$ cat src/rtl/text_overlay_pkg.sv
// Shared constants, message-select encoding and canned message text for the text overlay.
// Constants only: no timing and no flow control.
package text_pkg;

  localparam int         TXT_NCHARS  = 16;
  localparam logic [7:0] ASCII_SPACE = 8'h20;

  typedef enum logic [1:0] {
    MSG_BLANK,
    MSG_PRESS_ANY,
    MSG_PRESS_START,
    MSG_STOP
  } msg_e;

  // Left-justified, space-padded to the full buffer width.
  localparam logic [7:0] MSG_PRESS_ANY_TXT [TXT_NCHARS] = '{
    8'h50, 8'h52, 8'h45, 8'h53, 8'h53, 8'h20, 8'h41, 8'h4E,
    8'h59, 8'h20, 8'h4B, 8'h45, 8'h59, 8'h20, 8'h20, 8'h20
  };
  localparam logic [7:0] MSG_PRESS_START_TXT [TXT_NCHARS] = '{
    8'h50, 8'h52, 8'h45, 8'h53, 8'h53, 8'h20, 8'h53, 8'h54,
    8'h41, 8'h52, 8'h54, 8'h20, 8'h20, 8'h20, 8'h20, 8'h20
  };
  localparam logic [7:0] MSG_STOP_TXT [TXT_NCHARS] = '{
    8'h53, 8'h54, 8'h4F, 8'h50, 8'h20, 8'h20, 8'h20, 8'h20,
    8'h20, 8'h20, 8'h20, 8'h20, 8'h20, 8'h20, 8'h20, 8'h20
  };

  function automatic logic [7:0] msg_char(input msg_e sel, input logic [3:0] idx);
    logic [7:0] c;
    case (sel)
      MSG_PRESS_ANY:   c = MSG_PRESS_ANY_TXT[idx];
      MSG_PRESS_START: c = MSG_PRESS_START_TXT[idx];
      MSG_STOP:        c = MSG_STOP_TXT[idx];
      default:         c = ASCII_SPACE;
    endcase
    return c;
  endfunction

endpackage

$ cat src/rtl/text_overlay_msg_rom.sv
// Canned message lookup (message, char index) -> ASCII.
// Combinational, zero latency; no flow control.
module text_msg_rom
  import text_pkg::*;
(
  input  logic [1:0] msg_sel_i,
  input  logic [3:0] idx_i,
  output logic [7:0] ascii_o
);

  assign ascii_o = msg_char(msg_e'(msg_sel_i), idx_i);

endmodule

$ cat src/rtl/text_overlay.sv
// Message buffer + loader FSM + 2-stage raster pipeline driving an external 8x8 font ROM.
// Pixel -> text_on latency 2 cycles, one pixel per clock, never stalls; msg_load is a level accepted only when idle.
module text_overlay
  import text_pkg::*;
#(
  parameter int X0         = 256,
  parameter int Y0         = 224,
  parameter int SCALE_LOG2 = 1
) (
  input  logic       clk,
  input  logic       reset,
  input  logic [9:0] drawX,
  input  logic [9:0] drawY,
  input  logic       pix_valid,
  input  logic       msg_load,
  input  logic [1:0] msg_sel,
  output logic       busy,
  output logic [7:0] char_addr,
  output logic [2:0] row_addr,
  input  logic [7:0] bitmap,
  output logic       text_on
);

  typedef enum logic {ST_IDLE, ST_LOAD} state_e;

  localparam logic signed [10:0] X0_S  = 11'(X0);
  localparam logic signed [10:0] Y0_S  = 11'(Y0);
  localparam logic signed [10:0] WIN_W = 11'(128 << SCALE_LOG2);
  localparam logic signed [10:0] WIN_H = 11'(8 << SCALE_LOG2);

  state_e     state_q;
  logic [3:0] idx_q;
  msg_e       sel_q;
  logic       busy_q;
  logic [7:0] msg_buf_q [TXT_NCHARS];
  logic [7:0] rom_ascii;

  text_msg_rom u_msg_rom (
    .msg_sel_i (sel_q),
    .idx_i     (idx_q),
    .ascii_o   (rom_ascii)
  );

  // Loader: one buffer entry per cycle; requests seen while loading are dropped.
  always_ff @(posedge clk) begin
    if (reset) begin
      state_q <= ST_IDLE;
      idx_q   <= 4'd0;
      sel_q   <= MSG_BLANK;
      busy_q  <= 1'b0;
      for (int i = 0; i < TXT_NCHARS; i++) msg_buf_q[i] <= ASCII_SPACE;
    end else begin
      case (state_q)
        ST_IDLE: begin
          if (msg_load) begin
            state_q <= ST_LOAD;
            sel_q   <= msg_e'(msg_sel);
            idx_q   <= 4'd0;
            busy_q  <= 1'b1;
          end
        end
        ST_LOAD: begin
          msg_buf_q[idx_q] <= rom_ascii;
          idx_q            <= idx_q + 4'd1;
          if (idx_q == 4'(TXT_NCHARS - 1)) begin
            state_q <= ST_IDLE;
            busy_q  <= 1'b0;
          end
        end
        default: state_q <= ST_IDLE;
      endcase
    end
  end

  // Signed offsets keep pixels left of / above the window from wrapping into it.
  logic signed [10:0] dx, dy;
  logic               in_win;
  logic [3:0]         char_idx;
  logic [7:0]         char_d, char_q;
  logic [2:0]         row_d, row_q;
  logic [2:0]         col_d, col_q;
  logic               win_ok_d, win_ok_q;
  logic               text_on_d, text_on_q;

  assign dx       = $signed({1'b0, drawX}) - X0_S;
  assign dy       = $signed({1'b0, drawY}) - Y0_S;
  assign in_win   = !dx[10] && (dx < WIN_W) && !dy[10] && (dy < WIN_H);
  assign char_idx = dx[3+SCALE_LOG2 +: 4];
  assign col_d    = dx[SCALE_LOG2 +: 3];
  assign row_d    = dy[SCALE_LOG2 +: 3];
  assign char_d   = in_win ? msg_buf_q[char_idx] : ASCII_SPACE;
  assign win_ok_d = in_win & pix_valid & ~busy_q;

  // Font ROM answers combinationally from stage-1 outputs, so stage 2 picks its bit.
  assign text_on_d = win_ok_q & bitmap[3'd7 - col_q];

  always_ff @(posedge clk) begin
    if (reset) begin
      char_q    <= ASCII_SPACE;
      row_q     <= 3'd0;
      col_q     <= 3'd0;
      win_ok_q  <= 1'b0;
      text_on_q <= 1'b0;
    end else begin
      char_q    <= char_d;
      row_q     <= row_d;
      col_q     <= col_d;
      win_ok_q  <= win_ok_d;
      text_on_q <= text_on_d;
    end
  end

  assign busy      = busy_q;
  assign char_addr = char_q;
  assign row_addr  = row_q;
  assign text_on   = text_on_q;

endmodule

$ cat config.mk
export PLATFORM = sky130hd
export DESIGN_NAME = text_overlay
export DESIGN_NICKNAME = d
export VERILOG_FILES = /design/src/rtl/text_overlay_pkg.sv /design/src/rtl/text_overlay_msg_rom.sv /design/src/rtl/text_overlay.sv
export SDC_FILE = /design/constraint.sdc
export NUM_CORES = 1
export LEC_CHECK = 0
export ABC_AREA = 1
export CORE_MARGIN = 1
export CORE_UTILIZATION = 40
export CTS_CLUSTER_SIZE = 8
export DETAILED_ROUTE_END_ITERATION = 8
export SYNTH_ARGS = -nofsm -noshare
export SYNTH_HDL_FRONTEND = slang
export SYNTH_HIERARCHICAL = 1
export SYNTH_SLANG_ARGS = --single-unit
$ cat constraint.sdc
create_clock -name clk -period 4.5 [get_ports clk]
set_input_delay 0.675 -clock clk [delete_from_list [all_inputs] [get_ports clk]]
set_output_delay 0.675 -clock clk [all_outputs]
set_load 0.05 [all_outputs]
==> results.md <==
* Dpl hpwl at 11500 um
* Setup Skew at 0.00866 ns
* Nets in the synthesized netlist at 968
* Wire length of the first global-routing pass at 28300 um
* Share of post-route cells with drive strength above 1 at 6.84%
* Capturing element type of the critical path: register
* Count of nets after finishing at 996
* Result of the run: finished clean
* Width of the die at 140 um
* Max-Slew Margin vs Limit at 29.5%
* Number of hold-repair buffers added at the cts stage at 0
* Cells along the critical path: clkdlybuf4s50_1 > inv_1 > nand2_1
* Number of synthesized register bits at 152
* Biggest cell delay along the critical path at 0.78 ns
* H-Tree Depth at 4
* Final std cell area, no fill at 0.00884 mm^2
* Count of instances resized after the clock tree is built at 0
* Floorplan die area at 0.0197 mm^2
* Post-CTS setup buffers at 0
* Leakage power figure at 3.71 nW
* Worst ir drop on vdd at 0.000282 V
* Endpoint, Worst Hold: text_on
* Number of warnings reported in the yosys synthesis log at 6
* Area share of fa/ha/maj cells after synthesis at 1.63%
* Power after layout at 3.37 mW
* Via-per-instance ratio at 4.84
* Worst Path Class, Setup: in -> reg
* Maximum number of pins on one net before global-route repair at 65
* Global routing usage summed across all routing layers at 19.3%
* Synthesized-area fraction occupied by xor and xnor cells at 0%
* Antenna-violating nets left at 0
* Total number of vias at 5798
* R2R setup slack at 2.12 ns
* Via count of the first global-routing pass at 5363
* Required time of the critical path at 4.53 ns
* Highest achievable clock rate at 0.373 GHz
* Maximum number of buffers from clock root to sink at 2
* Final setup violation count at 0
* Instance count along the most critical hold path at 2
* Commonest cells post-synth: 254 x sky130_fd_sc_hd__nand2_1, 172 x sky130_fd_sc_hd__nor2_1, 141 x sky130_fd_sc_hd__inv_1
* Number of placement rows at 50
* Hold Path Origin: win_ok_q
* Count of final hold-check violations at 0
* DIE HEIGHT at 140 um
* Boundary pin count at 47
* Data arrival time of the critical path at 2.71 ns
* Area of the core at 0.0187 mm^2
* Clock transition time at the flip-flop clock pins of the worst setup and hold paths at 0.06 ns
* Final Cycle Share at 59.6%
* Setup repair after global routing missed its margin: no
* Compound-cell area share of the yosys netlist at 2.35%
* Multiplexer area fraction after synthesis at 0%
* Nature of the critical path startpoint: input pin
* HP Class: reg -> reg
* Inserted Diodes at 0
* Wire length per cell after detailed routing at 15.1 um
* Number of cells traversed by the worst register-to-register path at 8
* Placement Cell Area at 0.00819 mm^2
* Clock sink count at 152
* Synth area leader: sky130_fd_sc_hd__edfxtp_1
* Number of enable-type register cells in the synthesized netlist at 128
* Most frequent cell after synthesis: sky130_fd_sc_hd__nand2_1
* Endpoint of the most critical register-to-register path: msg_buf_q[9][1]
* Final estimated routing congestion in global placement at 0.834
* Setup_tns at 0 ns
* TritonCTS clock tree: done
* Most used flip-flop cell after synthesis: sky130_fd_sc_hd__edfxtp_1
* Count of input and output buffers at 44
* Count of cell types in the netlist at 34
* Fin. max-slew vios at 0
* Area of the mapped netlist at 0.00765 mm^2
* Drc violations at 0
* Sum of overflow across all layers after global routing at 0
* Starting Density at 40.9%
* Asr flop ratio synth at 0%
* Post-synthesis simple-gate area fraction at 28.8%
* Proportion of netlist area held by the largest area contributor at 50.2%
* Worst hold margin at 0.446 ns
* Number of instances in the synthesized netlist at 924
* Pre-antenna DRT Iters at 5
* Power density of the placed cells at 382 mW/mm^2
* Critical Path Fanout Max at 22
* Minimum clock period at 2.68 ns
* Largest cells by area after synthesis: sky130_fd_sc_hd__edfxtp_1 50%, sky130_fd_sc_hd__nand2_1 12%, sky130_fd_sc_hd__nor2_1 8.4%
* Detailed Route WL at 18100 um
* Slew of the pin with the lowest slew margin at 1.06 ns
* Root buffer cell: sky130_fd_sc_hd__clkbuf_16
* Insertion delay to the later sink of the worst-skew pair at 0.43 ns
* Slowest library cell on the worst path: sky130_fd_sc_hd__inv_1
* Number of buffers inserted during clock tree synthesis at 17
* DR iter-0 viols at 365
* Initial antenna violation count at 0
* Worst r2r src: idx_q[2]
* Sequential element share of the synthesized area at 56.5%
* Mean cell area of the mapped netlist at 8.28 um^2
* P&R area growth vs syn at 15.4%
* Max-cap violations at 0
* Combinational family with the most area after synthesis: simple AND/OR/NAND/NOR gates
worst max-delay path: cells and delay by family:
| family | cells | cell delay (ns) |
|---|---|---|
| buffers and inverters | 2 | 1.48 |
| AND/OR/NAND/NOR | 1 | 0.54 |
kinds of logic (layout without fill, tap and decap cells):
group,after synthesis,count (layout)
flops,152,152
buf+inv,195,236
simple gates,534,534
compound gates,32,32
other cells,1,1
fa+ha+maj,10,10
per-layer routing:
metal	global-route usage (%)	up-vias	part of all wire [%]
met5	0	-	0
met4	7.58	0	2.4
met3	3.83	37	4.1
met2	32.9	138	50
met1	24.0	2693	44
li1	-	2930	-
area by class of cell:
| type | instances | area [um^2] |
|---|---|---|
| Multi-Input combinational cell | 577 | 2510 |
| Timing Repair Buffer | 47 | 458 |
| Inverter | 157 | 601 |
| Clock buffer | 26 | 607 |
| Fill cell | 1787 | 9870 |
| Clock inverter | 6 | 41.3 |
| Sequential cell | 152 | 4320 |
| Tap cell | 234 | 293 |
stage by stage:
stage | instances | util, % | setup WS, ns
CTS | 1199 | 47.2 | 1.77
finish | 1199 | 47.2 | 1.82
detailed placement | 1167 | 43.8 | 1.34
floorplan | 924 | - | 2.65
global route | 1199 | 47.2 | 1.68
global placement | 1167 | 43.8 | 1.39
worst max path at each step:
| stage | from | endpoint | slack (ns) |
|---|---|---|---|
| final | reset | msg_buf_q[15][6] | 1.82 |
| after global routing | reset | msg_buf_q[15][2] | 1.68 |
| after CTS | reset | msg_buf_q[15][2] | 1.77 |
| after detailed placement | reset | msg_buf_q[15][4] | 1.34 |
| after global placement | reset | msg_buf_q[15][1] | 1.39 |
| after floorplan | idx_q[0] | msg_buf_q[0][4] | 2.65 |
registers in the layout (all words and copies together) (netlist names):
name       count
row_addr       3
idx_q          4
state_q        1
col_q          3
sel_q          2
text_on        1
char_addr      8
win_ok_q       1
busy           1
msg_buf_q    128
cells in the final DEF, fill, tap and decap left out, types with 2 or more instances in the layout:
master | synthesis | final
sky130_fd_sc_hd__nand2_2 | 5 | 5
sky130_fd_sc_hd__ha_1 | 10 | 10
sky130_fd_sc_hd__nor2_1 | 172 | 172
sky130_fd_sc_hd__clkinv_2 | 1 | 4
sky130_fd_sc_hd__o211ai_1 | 2 | 2
sky130_fd_sc_hd__edfxtp_1 | 128 | 128
sky130_fd_sc_hd__nand3_2 | 3 | 3
sky130_fd_sc_hd__o21ai_0 | 9 | 9
sky130_fd_sc_hd__buf_4 | 9 | 3
sky130_fd_sc_hd__inv_6 | 2 | 2
sky130_fd_sc_hd__nor2_4 | 3 | 3
sky130_fd_sc_hd__clkbuf_8 | 0 | 2
sky130_fd_sc_hd__o21ai_1 | 4 | 4
sky130_fd_sc_hd__inv_2 | 12 | 12
sky130_fd_sc_hd__inv_1 | 141 | 141
sky130_fd_sc_hd__clkinv_4 | 0 | 3
sky130_fd_sc_hd__a21oi_1 | 13 | 13
sky130_fd_sc_hd__clkbuf_16 | 0 | 23
sky130_fd_sc_hd__clkdlybuf4s50_1 | 0 | 43
sky130_fd_sc_hd__dfxtp_1 | 24 | 24
sky130_fd_sc_hd__nand3_1 | 91 | 91
sky130_fd_sc_hd__nand2_1 | 254 | 254
where the power goes:
group	internal, mW	total, mW	switching, mW
registers	1.57	1.58	0.0175
clock network	0.935	1.50	0.562
logic	0.0862	0.291	0.204
total	2.59	3.37	0.784
Note: power is estimated with default switching activity, not from simulation.
